===== src/rtl/datapath_seq.sv =====
`default_nettype none
// ============================================================================
// Module      : datapath_seq
// Description : Multi-cycle register-file datapath (IDLE/RDA/RDB/EXEC/WB)
//               with shifter, 4-op ALU and Z/N/V/Cy status flags.
//               Optional macro DATAPATH_SEQ_CARRY_EN builds the carry flag.
// Revision    : 1.0 - initial release
// ============================================================================
module datapath_seq #(
    parameter int  DW   = 16,
    parameter int  NREG = 8,
    localparam int AW   = $clog2(NREG)
) (
    input  logic          clk,
    input  logic          reset,
    input  logic          cmd_valid,
    output logic          cmd_ready,
    input  logic [1:0]    cmd_op,
    input  logic [1:0]    cmd_shift,
    input  logic [1:0]    cmd_vsel,
    input  logic          cmd_asel,
    input  logic          cmd_bsel,
    input  logic          cmd_wr,
    input  logic          cmd_loads,
    input  logic [AW-1:0] cmd_rd,
    input  logic [AW-1:0] cmd_rn,
    input  logic [AW-1:0] cmd_rm,
    input  logic [7:0]    cmd_imm,
    input  logic [DW-1:0] mdata,
    input  logic [7:0]    pc,
    output logic [DW-1:0] result,
    output logic [3:0]    status,
    output logic          done
);

    typedef enum logic [2:0] {
        S_IDLE = 3'd0,
        S_RDA  = 3'd1,
        S_RDB  = 3'd2,
        S_EXEC = 3'd3,
        S_WB   = 3'd4
    } state_t;

    typedef struct packed {
        logic [1:0]    op;
        logic [1:0]    shift;
        logic [1:0]    vsel;
        logic          asel;
        logic          bsel;
        logic          wr;
        logic          loads;
        logic [AW-1:0] rd;
        logic [AW-1:0] rn;
        logic [AW-1:0] rm;
        logic [7:0]    imm;
    } cmd_t;

    state_t        state_q, state_d;
    cmd_t          cmd_q, cmd_d;
    logic [DW-1:0] a_q, a_d, b_q, b_d, c_q, c_d;
    logic [3:0]    status_q, status_d;
    logic [DW-1:0] rf_q [NREG];
    logic [DW-1:0] rf_d [NREG];

    logic [DW-1:0] sximm5, sximm8, pc_ext;
    logic [DW-1:0] b_shift, ain, bin, alu_out, wb_val;
    logic          alu_v, alu_c;

    assign sximm5 = {{(DW-5){cmd_q.imm[4]}}, cmd_q.imm[4:0]};
    assign sximm8 = {{(DW-8){cmd_q.imm[7]}}, cmd_q.imm};
    assign pc_ext = {{(DW-8){1'b0}}, pc};

    always_comb begin
        b_shift = b_q;
        case (cmd_q.shift)
            2'b01:   b_shift = {b_q[DW-2:0], 1'b0};
            2'b10:   b_shift = {1'b0, b_q[DW-1:1]};
            2'b11:   b_shift = {b_q[DW-1], b_q[DW-1:1]};
            default: b_shift = b_q;
        endcase
    end

    assign ain = cmd_q.asel ? '0 : a_q;
    assign bin = cmd_q.bsel ? sximm5 : b_shift;

    always_comb begin
        alu_out = '0;
        alu_v   = 1'b0;
        case (cmd_q.op)
            2'b00: begin
                alu_out = ain + bin;
                alu_v   = (ain[DW-1] == bin[DW-1]) && (alu_out[DW-1] != ain[DW-1]);
            end
            2'b01: begin
                alu_out = ain - bin;
                alu_v   = (ain[DW-1] != bin[DW-1]) && (alu_out[DW-1] != ain[DW-1]);
            end
            2'b10:   alu_out = ain & bin;
            default: alu_out = ~bin;
        endcase
    end

`ifdef DATAPATH_SEQ_CARRY_EN
    // Add carry recovered from the MSB sum bit; sub reports no-borrow.
    always_comb begin
        alu_c = 1'b0;
        case (cmd_q.op)
            2'b00:   alu_c = (ain[DW-1] & bin[DW-1]) |
                             ((ain[DW-1] | bin[DW-1]) & ~alu_out[DW-1]);
            2'b01:   alu_c = (ain >= bin);
            default: alu_c = 1'b0;
        endcase
    end
`else
    assign alu_c = 1'b0;
`endif

    always_comb begin
        wb_val = c_q;
        case (cmd_q.vsel)
            2'b01:   wb_val = pc_ext;
            2'b10:   wb_val = sximm8;
            2'b11:   wb_val = mdata;
            default: wb_val = c_q;
        endcase
    end

    always_comb begin
        state_d  = state_q;
        cmd_d    = cmd_q;
        a_d      = a_q;
        b_d      = b_q;
        c_d      = c_q;
        status_d = status_q;
        rf_d     = rf_q;
        case (state_q)
            S_IDLE: begin
                if (cmd_valid && cmd_ready) begin
                    cmd_d.op    = cmd_op;
                    cmd_d.shift = cmd_shift;
                    cmd_d.vsel  = cmd_vsel;
                    cmd_d.asel  = cmd_asel;
                    cmd_d.bsel  = cmd_bsel;
                    cmd_d.wr    = cmd_wr;
                    cmd_d.loads = cmd_loads;
                    cmd_d.rd    = cmd_rd;
                    cmd_d.rn    = cmd_rn;
                    cmd_d.rm    = cmd_rm;
                    cmd_d.imm   = cmd_imm;
                    state_d     = (cmd_vsel == 2'b00) ? S_RDA : S_WB;
                end
            end
            S_RDA: begin
                a_d     = rf_q[cmd_q.rn];
                state_d = S_RDB;
            end
            S_RDB: begin
                b_d     = rf_q[cmd_q.rm];
                state_d = S_EXEC;
            end
            S_EXEC: begin
                c_d = alu_out;
                if (cmd_q.loads) begin
                    status_d = {(alu_out == '0), alu_out[DW-1], alu_v, alu_c};
                end
                state_d = S_WB;
            end
            S_WB: begin
                if (cmd_q.wr) begin
                    rf_d[cmd_q.rd] = wb_val;
                end
                state_d = S_IDLE;
            end
            default: state_d = S_IDLE;
        endcase
    end

    always_ff @(posedge clk or posedge reset) begin
        if (reset) begin
            state_q  <= S_IDLE;
            cmd_q    <= '0;
            a_q      <= '0;
            b_q      <= '0;
            c_q      <= '0;
            status_q <= '0;
            for (int i = 0; i < NREG; i++) begin
                rf_q[i] <= '0;
            end
        end else begin
            state_q  <= state_d;
            cmd_q    <= cmd_d;
            a_q      <= a_d;
            b_q      <= b_d;
            c_q      <= c_d;
            status_q <= status_d;
            rf_q     <= rf_d;
        end
    end

    assign cmd_ready = (state_q == S_IDLE) && !reset;
    assign done      = (state_q == S_WB);
    assign result    = c_q;
    assign status    = status_q;

endmodule
`default_nettype wire


===== config.mk =====
export PLATFORM = sky130hd
export DESIGN_NAME = datapath_seq
export DESIGN_NICKNAME = d
export VERILOG_FILES = /design/src/rtl/datapath_seq.sv
export SDC_FILE = /design/constraint.sdc
export NUM_CORES = 1
export LEC_CHECK = 0
export ABC_AREA = 1
export CORE_UTILIZATION = 55
export CTS_CLUSTER_SIZE = 24
export DETAILED_ROUTE_END_ITERATION = 10
export PLACE_DENSITY_LB_ADDON = 0.15
export SLEW_MARGIN = 25
export SYNTH_ARGS = -nofsm -noshare
export SYNTH_HDL_FRONTEND = slang
export SYNTH_SLANG_ARGS = --single-unit

===== constraint.sdc =====
create_clock -name clk -period 10.2 [get_ports clk]
set_input_delay 2.04 -clock clk [delete_from_list [all_inputs] [get_ports clk]]
set_output_delay 2.04 -clock clk [all_outputs]
set_load 0.03 [all_outputs]

==> summary.txt, run 1 <==
status - finished clean
sequential-to-total area share from yosys stat - 40.48%
most used cell, CP - clkdlybuf4s50_1
Yosys reg bits - 209
CP max-delay cell - clkdlybuf4s50_1
Max Fclk - 181.3 MHz
Slew Limit Fails - 0
slowest stage delay, CP - 0.70 ns
first-pass GRT wire length - 63110 um
most common cell after layout, fill and taps aside - nand2_1
Power Total - 5641 uW
Compound-Gate Fraction of Synth Area - 20.80%
nets@finish - 1944
Final Hold Viols - 0
slew of the pin with the lowest slew margin - 1.019 ns
synthesized net count - 1924
CP Cell Sequence - clkdlybuf4s50_1 -> nor2_1 -> clkdlybuf4s50_1
post-synthesis xor/xnor area fraction - 0.1356%
CTS Sinks - 209
H-tree levels - 1
Crit Path Class - input port to output port
Overflow after GRT - 0
layout cell share with drive strength beyond 1 - 5.760%
WP data required - 8.16 ns
ys async rst share - 100.0%
# fillers - 2148
Post-Layout Inst Area - 0.01462 mm2
Synth Area in Simple Gates - 24.65%
final WL - 39090 um
overall via count from detail_route - 12580
mean area per synthesized cell - 7.034 um2
post-synthesis cell area - 0.01292 mm2
most frequent cells in the layout - 492 x nand2_1, 231 x o21ai_0, 205 x dfrtp_1
clock buffer depth - 3
clk_lat worst skew - 0.54 ns
CTS Hold Bufs - 0
Die Span X - 155.3 um
wire per inst - 17.87 um
post_cts resized - 0
met3 wire length - 2936 um
Register-to-Register Path Depth - 19
Iter 0 DRT Violations - 1358
final setup fails - 0
Util after Layout - 63.99%
gpl congestion - 0.9936
Core Footprint - 0.02285 mm2
Clock Power Share - 15.1%
Starting Density - 56.56%
multiplexer share of the synthesized area - 1.046%
Die Y-Extent - 155.3 um
crit end category - output port
hpwl dp - 26320 um
Ys Warns - 0
CTS Root Cell - clkbuf_16
Fin Setup TNS - 0 ns
Power per Cell Area - 385.9 mW/mm2
unrepaired setup endpoints after global routing - no
Peak VDD IR - 0.2935 mV
Seq pwr share - 28.2%
synthesis-to-layout area growth - 13.15%
Hold Path Cell Cnt - 2
antenna violations before repair - 0
row count - 55
P_int - 2774 uW
Max Used Layer - met4
I/O Pins - 76
Clock Skew - 0.03243 ns
worst hold path type - flip-flop to flip-flop
Leak - 0.007096 uW
EDFF count, synth - 0
Detailed Routing Iterations Pass 1 - 6
largest family of logic cells by synthesized area - simple AND/OR/NAND/NOR gates
Critical Path Fanout Max - 2
number of distinct library cells after synthesis - 42
Inserted Diodes - 0
Comb power frac - 56.7%
switching portion of total power - 50.83%
Synth Area in Adders - 3.312%
NetSw - 2867 uW
TritonCTS clock tree - done
max cap viols - 0
pin count of the biggest net entering global routing - 141
final antenna-violating net count - 0
routed wl met2 - 18180 um
vias in the first global route - 11970
crit path launch type - input port
Syn Inst Count - 1837
Cell Area, Placed - 0.01380 mm2
Tcrit/Tclk final - 54.07%
DRC - 0
Final min period - 5.515 ns
Worst EP arrival - 3.47 ns
IO Port Bufs - 74
slew margin rel. - 31.65%
vias per cell - 5.750
die area - 0.02411 mm2
detailed-routing wirelength on met1 - 16390 um
clk slew on worst S/H paths - 0.06 ns
total CTS buffers - 24
Total GRT Usage - 33.53%
Synth Flop Type - dfrtp_1
Post-CTS Setup Bufs - 0
[area by class of cell]
class / instances / area, um2 / share of cell area, %
clock buffer: 37 / 739.5 / 5.058
clock inverter: 7 / 63.81 / 0.4365
timing repair buffer: 95 / 904.6 / 6.187
multi-input combinational: 1313 / 6470 / 44.25
sequential: 209 / 5235 / 35.81
inverter: 214 / 815.8 / 5.580
tap: 313 / 391.6 / 2.679
[final timing paths]
| kind | startpoint | to | slack (ns) |
|---|---|---|---|
| max | reset | cmd_ready | 4.69 |
| min in group asynchronous | reset | cmd_q[6] | 2.07 |
| max in group asynchronous | reset | rf_q[125] | 6.71 |
| min | rf_q[102] | rf_q[102] | 0.49 |
| min reg2reg | rf_q[102] | rf_q[102] | 0.49 |
| max reg2reg | cmd_q[24] | status[3] | 6.33 |
[per-stage QoR]
step | cells | hold slack [ns] | setup WS, ns
2_1_floorplan | 1837 | 0.4530 | 2.451
3_3_place_gp | 2141 | 0.4599 | 4.700
3_5_place_dp | 2143 | 0.4695 | 4.698
4_1_cts | 2187 | 0.4869 | 4.699
5_1_grt | 2188 | 0.5051 | 4.624
6_report | 2188 | 0.4861 | 4.685
[synthesized netlist by cell type, types with 2 or more instances]
cell | number | share of area, %
a21oi_1 | 101 | 3.9
a21oi_2 | 2 | 0.14
a221oi_1 | 7 | 0.47
a22o_1 | 7 | 0.47
a31oi_1 | 3 | 0.15
and2_1 | 2 | 0.097
buf_1 | 7 | 0.20
buf_2 | 20 | 0.77
buf_4 | 3 | 0.17
buf_6 | 2 | 0.17
clkbuf_1 | 69 | 2.0
clkinv_1 | 2 | 0.058
dfrtp_1 | 209 | 40
fa_1 | 2 | 0.31
ha_1 | 31 | 3.0
inv_1 | 194 | 5.6
inv_2 | 18 | 0.52
mux2_2 | 12 | 1.0
nand2_1 | 493 | 14
nand3_1 | 138 | 5.3
nand4_1 | 11 | 0.53
nor2_1 | 120 | 3.5
nor2_2 | 2 | 0.097
nor3_1 | 16 | 0.62
o211ai_1 | 67 | 3.9
o21ai_0 | 231 | 8.9
o21ai_1 | 42 | 1.6
o21bai_1 | 2 | 0.12
o22ai_1 | 10 | 0.48
xor2_1 | 2 | 0.14
[flip-flops by register name, indices dropped and copies added (netlist names)]
signal	cells
b_q	16
rf_q	128
a_q	16
cmd_q	27
status	3
result	16
state_q	3
[worst max-delay path, delay by kind of cell]
kind                   cells  cell delay (ns)
buffers and inverters      2             1.22
AND/OR/NAND/NOR            1             0.21
[kinds of logic after synthesis]
family / count (synthesis)
adder cells (fa/ha/maj): 33
buffers and inverters: 315
flip-flops: 209
AO/OA/AOI/OAI: 480
AND/OR/NAND/NOR: 785
multiplexers: 12
XOR/XNOR: 2
other: 1
[power by group through the flow]
stage / sequential [uW] / clock (uW) / combinational (uW)
final: 1590 / 853 / 3200
after global routing: 1640 / 896 / 3600
after CTS: 1580 / 863 / 3140
after detailed placement: 1590 / 0 / 3130
after global placement: 1580 / 0 / 3050
after floorplan: 1480 / 0 / 2350
[metal layers]
metal / global-route usage (%) / up-vias
met3: 5.571 / 98
met2: 55.36 / 483
met5: 0 / -
met4: 13.40 / 0
li1: - / 6097
met1: 44.13 / 5904
Power figures use the tool's default switching activity.
==> run 2, diff against run 1 <==
- clock period: 10.2 -> 4.8 ns (I/O delays scaled with it)
==> summary.txt, run 2 (synthesized netlist as in run 1, its figures left out) <==
Detailed Routing Iterations Pass 1 - 6
WP data required - 5.28 ns
most common cell after layout, fill and taps aside - nand2_1
NetSw - 6267 uW
Reg-to-Reg End - status[3]
Iter 0 DRT Violations - 1201
unrepaired setup endpoints after global routing - no
slew of the pin with the lowest slew margin - 1.041 ns
P_int - 6024 uW
hold slack - 0.4831 ns
Fin Setup TNS - 0 ns
row count - 55
hpwl dp - 28220 um
Hold Path Cell Cnt - 2
Total GRT Usage - 35.16%
Top reg by flops - rf_q
nets@finish - 1946
antenna violations before repair - 0
vias in the first global route - 12150
status - finished clean
# fillers - 2071
Power per Cell Area - 835.7 mW/mm2
Max Fclk - 257.4 MHz
final antenna-violating net count - 0
final setup fails - 0
Comb power frac - 56.6%
Inserted Diodes - 0
min-delay src - rf_q[1]
pin count of the biggest net entering global routing - 129
detailed-routing wirelength on met1 - 17380 um
biggest regs - rf_q (128), cmd_q (27)
Peak VDD IR - 0.5073 mV
met3 wire length - 3165 um
Clock Skew - 0.01860 ns
crit path launch type - flip-flop
Post-CTS Setup Bufs - 0
worst hold path type - flip-flop to flip-flop
area of the multi-input gates - 0.006470 mm2
reg2reg setup slack - 0.91 ns
worst r2r src - cmd_q[24]
Core Footprint - 0.02285 mm2
Leak - 0.007127 uW
routed wl met2 - 19030 um
I/O Pins - 76
CTS Hold Bufs - 0
post_cts resized - 0
synthesis-to-layout area growth - 13.83%
Seq pwr share - 27.6%
Clock Power Share - 15.8%
die area - 0.02411 mm2
Final min period - 3.885 ns
CTS Root Cell - clkbuf_16
first-pass GRT wire length - 65930 um
vias per cell - 5.864
Reg area - 0.005235 mm2
Final Hold Viols - 0
Tcrit/Tclk final - 80.94%
Worst EP arrival - 4.36 ns
IO Port Bufs - 74
Register-to-Register Path Depth - 19
Slew Limit Fails - 0
Hold Path End - rf_q[1]
overall via count from detail_route - 12840
max FFs per register - 128
Die Y-Extent - 155.3 um
Critical Path Fanout Max - 15
DRC - 0
CTS Sinks - 209
total CTS buffers - 24
gpl congestion - 0.9932
TritonCTS clock tree - done
clock buffer depth - 3
Overflow after GRT - 0
clk_lat worst skew - 0.55 ns
switching portion of total power - 50.99%
slew margin rel. - 30.19%
final WL - 41410 um
Die Span X - 155.3 um
Max Used Layer - met4
clk slew on worst S/H paths - 0.06 ns
crit end category - flip-flop
Starting Density - 56.56%
Crit Path Class - flip-flop to flip-flop
H-tree levels - 1
wire per inst - 18.91 um
layout cell share with drive strength beyond 1 - 5.914%
max cap viols - 0
most frequent cells in the layout - 492 x nand2_1, 231 x o21ai_0, 205 x dfrtp_1
-- run 2: changes by cell type in the layout (fill, tap and decap cells not counted), sizes merged --
| cell | change |
|---|---|
| buf | +5 |
| clkdlybuf4s18 | -1 |
| bufinv | +1 |
| clkbuf | +2 |
| clkinv | -7 |
| clkinvlp | +3 |
| clkdlybuf4s15 | -1 |
-- run 2: metal layers --
metal / global-route usage [%] / up-vias
li1: - / 6102
met1: 46.32 / 6059
met2: 58.19 / 571
met3: 4.624 / 110
met4: 15.59 / 0
met5: 0 / -
-- run 2: critical path, cell delays in order (launching register included) --
cell and delay (ns):
dfrtp_1 0.55, nor2_2 0.37, nand2_1 0.10, a22oi_2 0.28, ha_1 0.36, inv_1 0.10, fa_1 0.46, inv_1 0.19
nand3_1 0.12, nand3_1 0.17, nand2_1 0.09, nand2_1 0.12, nand2_1 0.06, nand3_1 0.07, nand4_1 0.15, nor2_1 0.21
nand2_1 0.08, nor2_1 0.16, nand3_1 0.10, nand2_1 0.06
-- run 2: through the flow --
stage	utilization [%]	instance area, um2	cells	total power (uW)	worst slack [ns]
floorplan	-	12920	1837	8151	1.126
global placement	60.59	13840	2146	10050	1.015
detailed placement	60.59	13840	2146	10170	0.9748
CTS	64.38	14710	2190	12160	0.9431
global route	64.38	14710	2190	13290	0.6504
finish	64.38	14710	2190	12290	0.9149
-- run 2: cell type report --
class,count,area share [%]
flip-flops and latches,209,35.59
repair buffers,97,6.380
clock buffers,40,5.376
clock inverters,4,0.5104
multi-input cells,1313,43.99
inverters,214,5.487
well taps,313,2.663
-- run 2: power by group through the flow --
stage	combinational (uW)	sequential, uW	clock (uW)
5_1_grt	7760	3500	2030
3_3_place_gp	6690	3360	0
3_5_place_dp	6780	3390	0
6_report	6950	3400	1940
4_1_cts	6830	3370	1960
2_1_floorplan	5000	3150	0
-- run 2: how the worst max path moves through the flow --
stage               depth (start not counted)       from   endpoint
global route                               19  cmd_q[24]  status[3]
finish                                     19  cmd_q[24]  status[3]
detailed placement                         19  cmd_q[24]  status[3]
CTS                                        19  cmd_q[24]  status[3]
floorplan                                   1      reset     a_q[0]
global placement                           19  cmd_q[24]  status[3]
==> run 3, diff against run 2 <==
- clock period: 4.8 -> 3.2 ns (I/O delays scaled with it)
==> summary.txt, run 3 (synthesized netlist as in run 1, its figures left out) <==
Power Total - 19400 uW
final antenna-violating net count - 0
worst hold path type - flip-flop to flip-flop
slew margin rel. - 45.36%
CTS Root Cell - clkbuf_16
Register-to-Register Path Depth - 18
clk slew on worst S/H paths - 0.06 ns
final setup fails - 0
max FFs per register - 128
most common cell after layout, fill and taps aside - nand2_1
critical path launch point - cmd_q[24]
most used cell, CP - nand2_1
most frequent cells in the layout - 485 x nand2_1, 231 x o21ai_0, 202 x dfrtp_1
GRT Max-Usage Layer - met2
crit path capture - status[3]
Starting Density - 56.56%
clock buffer depth - 3
synthesis-to-layout area growth - 18.12%
CP Cell Sequence - buf_4 -> nor3_1 -> o21ai_1 -> nand2_2 -> inv_1 -> ha_4 -> inv_2 -> nand2_1 -> nand2_1 -> inv_1 -> nand3_1 -> o21ai_0 -> nand4_1 -> nor2_1 -> nand2_1 -> nor2_1 -> nand3_1 -> nand2_1
Power per Cell Area - 1271 mW/mm2
Iter 0 DRT Violations - 1033
pin count of the biggest net entering global routing - 117
CP max-delay cell - dfrtp_2
Max Fclk - 328.7 MHz
row count - 55
Clock Skew - 0.02147 ns
I/O Pins - 76
clk_lat worst skew - 0.55 ns
vias per cell - 5.800
Overflow after GRT - 0
reg2reg setup slack - 0.16 ns
Slew Limit Fails - 0
CTS Sinks - 209
Leak - 0.007367 uW
DRC - 0
Die Span X - 155.3 um
Die Y-Extent - 155.3 um
final WL - 41820 um
crit end category - flip-flop
crit path buf inv count - 4
Critical Path Fanout Max - 10
Top reg by flops - rf_q
biggest regs - rf_q (128), cmd_q (27)
Detailed Routing Iterations Pass 1 - 6
overall via count from detail_route - 12990
first-pass GRT wire length - 66680 um
Total GRT Usage - 35.69%
die area - 0.02411 mm2
H-tree levels - 1
status - finished clean
Peak VDD IR - 0.5764 mV
Final min period - 3.042 ns
grt met1 use - 46.60%
nets@finish - 1995
Critical Path Stages - 18
GR Util met3 - 4.457%
hpwl dp - 29470 um
worst r2r src - cmd_q[24]
Post-Layout Inst Area - 0.01526 mm2
WP data required - 3.67 ns
CTS Hold Bufs - 0
Final Hold Viols - 0
TritonCTS clock tree - done
max cap viols - 0
layout cell share with drive strength beyond 1 - 10.13%
Worst EP arrival - 3.51 ns
grt met2 use - 60.19%
total CTS buffers - 24
Tcrit/Tclk final - 95.07%
IO Port Bufs - 74
total placed cells including tap cells - 2191
Worst path top cell family by delay - simple AND/OR/NAND/NOR gates
Cell Area, Placed - 0.01420 mm2
Crit Path Class - flip-flop to flip-flop
gpl congestion - 1.021
Util after Layout - 66.80%
slowest stage delay, CP - 0.47 ns
Cell Count, Final, Fillers Out - 2239
vias in the first global route - 12520
Core Footprint - 0.02285 mm2
wire per inst - 18.68 um
crit path launch type - flip-flop
slew of the pin with the lowest slew margin - 0.8196 ns
antenna violations before repair - 0
Reg-to-Reg End - status[3]
run 3: changes by cell type in the layout (fill, tap and decap cells not counted), sizes merged:
cell | before | now
buf | 23 | 72
bufinv | 1 | 3
clkbuf | 40 | 31
clkinv | 3 | 9
clkinvlp | 3 | 2
diode | 0 | 1
inv | 211 | 212
run 3: repair_timing:
action	4_1_cts	5_1_grt
pin swaps	1	5
setup endpoints to repair	1	6
resized for setup	2	42
buffers inserted	0	4
run 3: layout make-up:
class	instances	area [um2]
clock buffer	31	686.9
antenna	1	2.502
inverter	214	809.5
multi-input combinational	1313	6631
timing repair buffer	146	1335
sequential	209	5239
clock inverter	12	166.4
tap	313	391.6
fill	2048	7585
run 3: per-layer routing:
| metal | up-vias | wire, um |
|---|---|---|
| met1 | 6196 | 17350 |
| met2 | 472 | 20080 |
| met5 | - | 0 |
| met4 | 0 | 1660 |
| met3 | 107 | 2728 |
| li1 | 6212 | - |
run 3: power by group:
group / switching [uW] / leakage [uW] / internal (uW)
Clock: 1160 / 0.000422 / 1760
Sequential: 1050 / 0.00231 / 3920
Combinational: 7480 / 0.00464 / 4030
Total: 9690 / 0.00737 / 9720
run 3: per-stage QoR:
| step | hold slack [ns] | setup WS, ns | TNS [ns] |
|---|---|---|---|
| 6_report | 0.4751 | 0.1578 | 0 |
| 5_1_grt | 0.4907 | -0.02500 | -0.02500 |
| 4_1_cts | 0.4794 | 0.04209 | 0 |
| 3_5_place_dp | 0.4651 | 0.03294 | 0 |
| 3_3_place_gp | 0.4598 | 0.09939 | 0 |
| 2_1_floorplan | 0.4530 | -0.1542 | -32.23 |
run 3: how the worst min path moves through the flow:
stage	depth (start not counted)	endpoint	from
final	1	status[1]	status[1]
after global routing	1	status[1]	status[1]
after CTS	1	status[1]	status[1]
after detailed placement	1	status[1]	status[1]
after global placement	1	status[1]	status[1]
after floorplan	2	rf_q[0]	rf_q[0]
run 3: worst reg2reg max path: stages, from the launching register on:
cell and delay [ns]:
dfrtp_2 0.47, buf_4 0.20, nor3_1 0.20, o21ai_1 0.11, nand2_2 0.09, inv_1 0.08, ha_4 0.33, inv_2 0.07
nand2_1 0.06, nand2_1 0.10, inv_1 0.08, nand3_1 0.24, o21ai_0 0.23, nand4_1 0.20, nor2_1 0.15, nand2_1 0.09
nor2_1 0.14, nand3_1 0.10, nand2_1 0.06
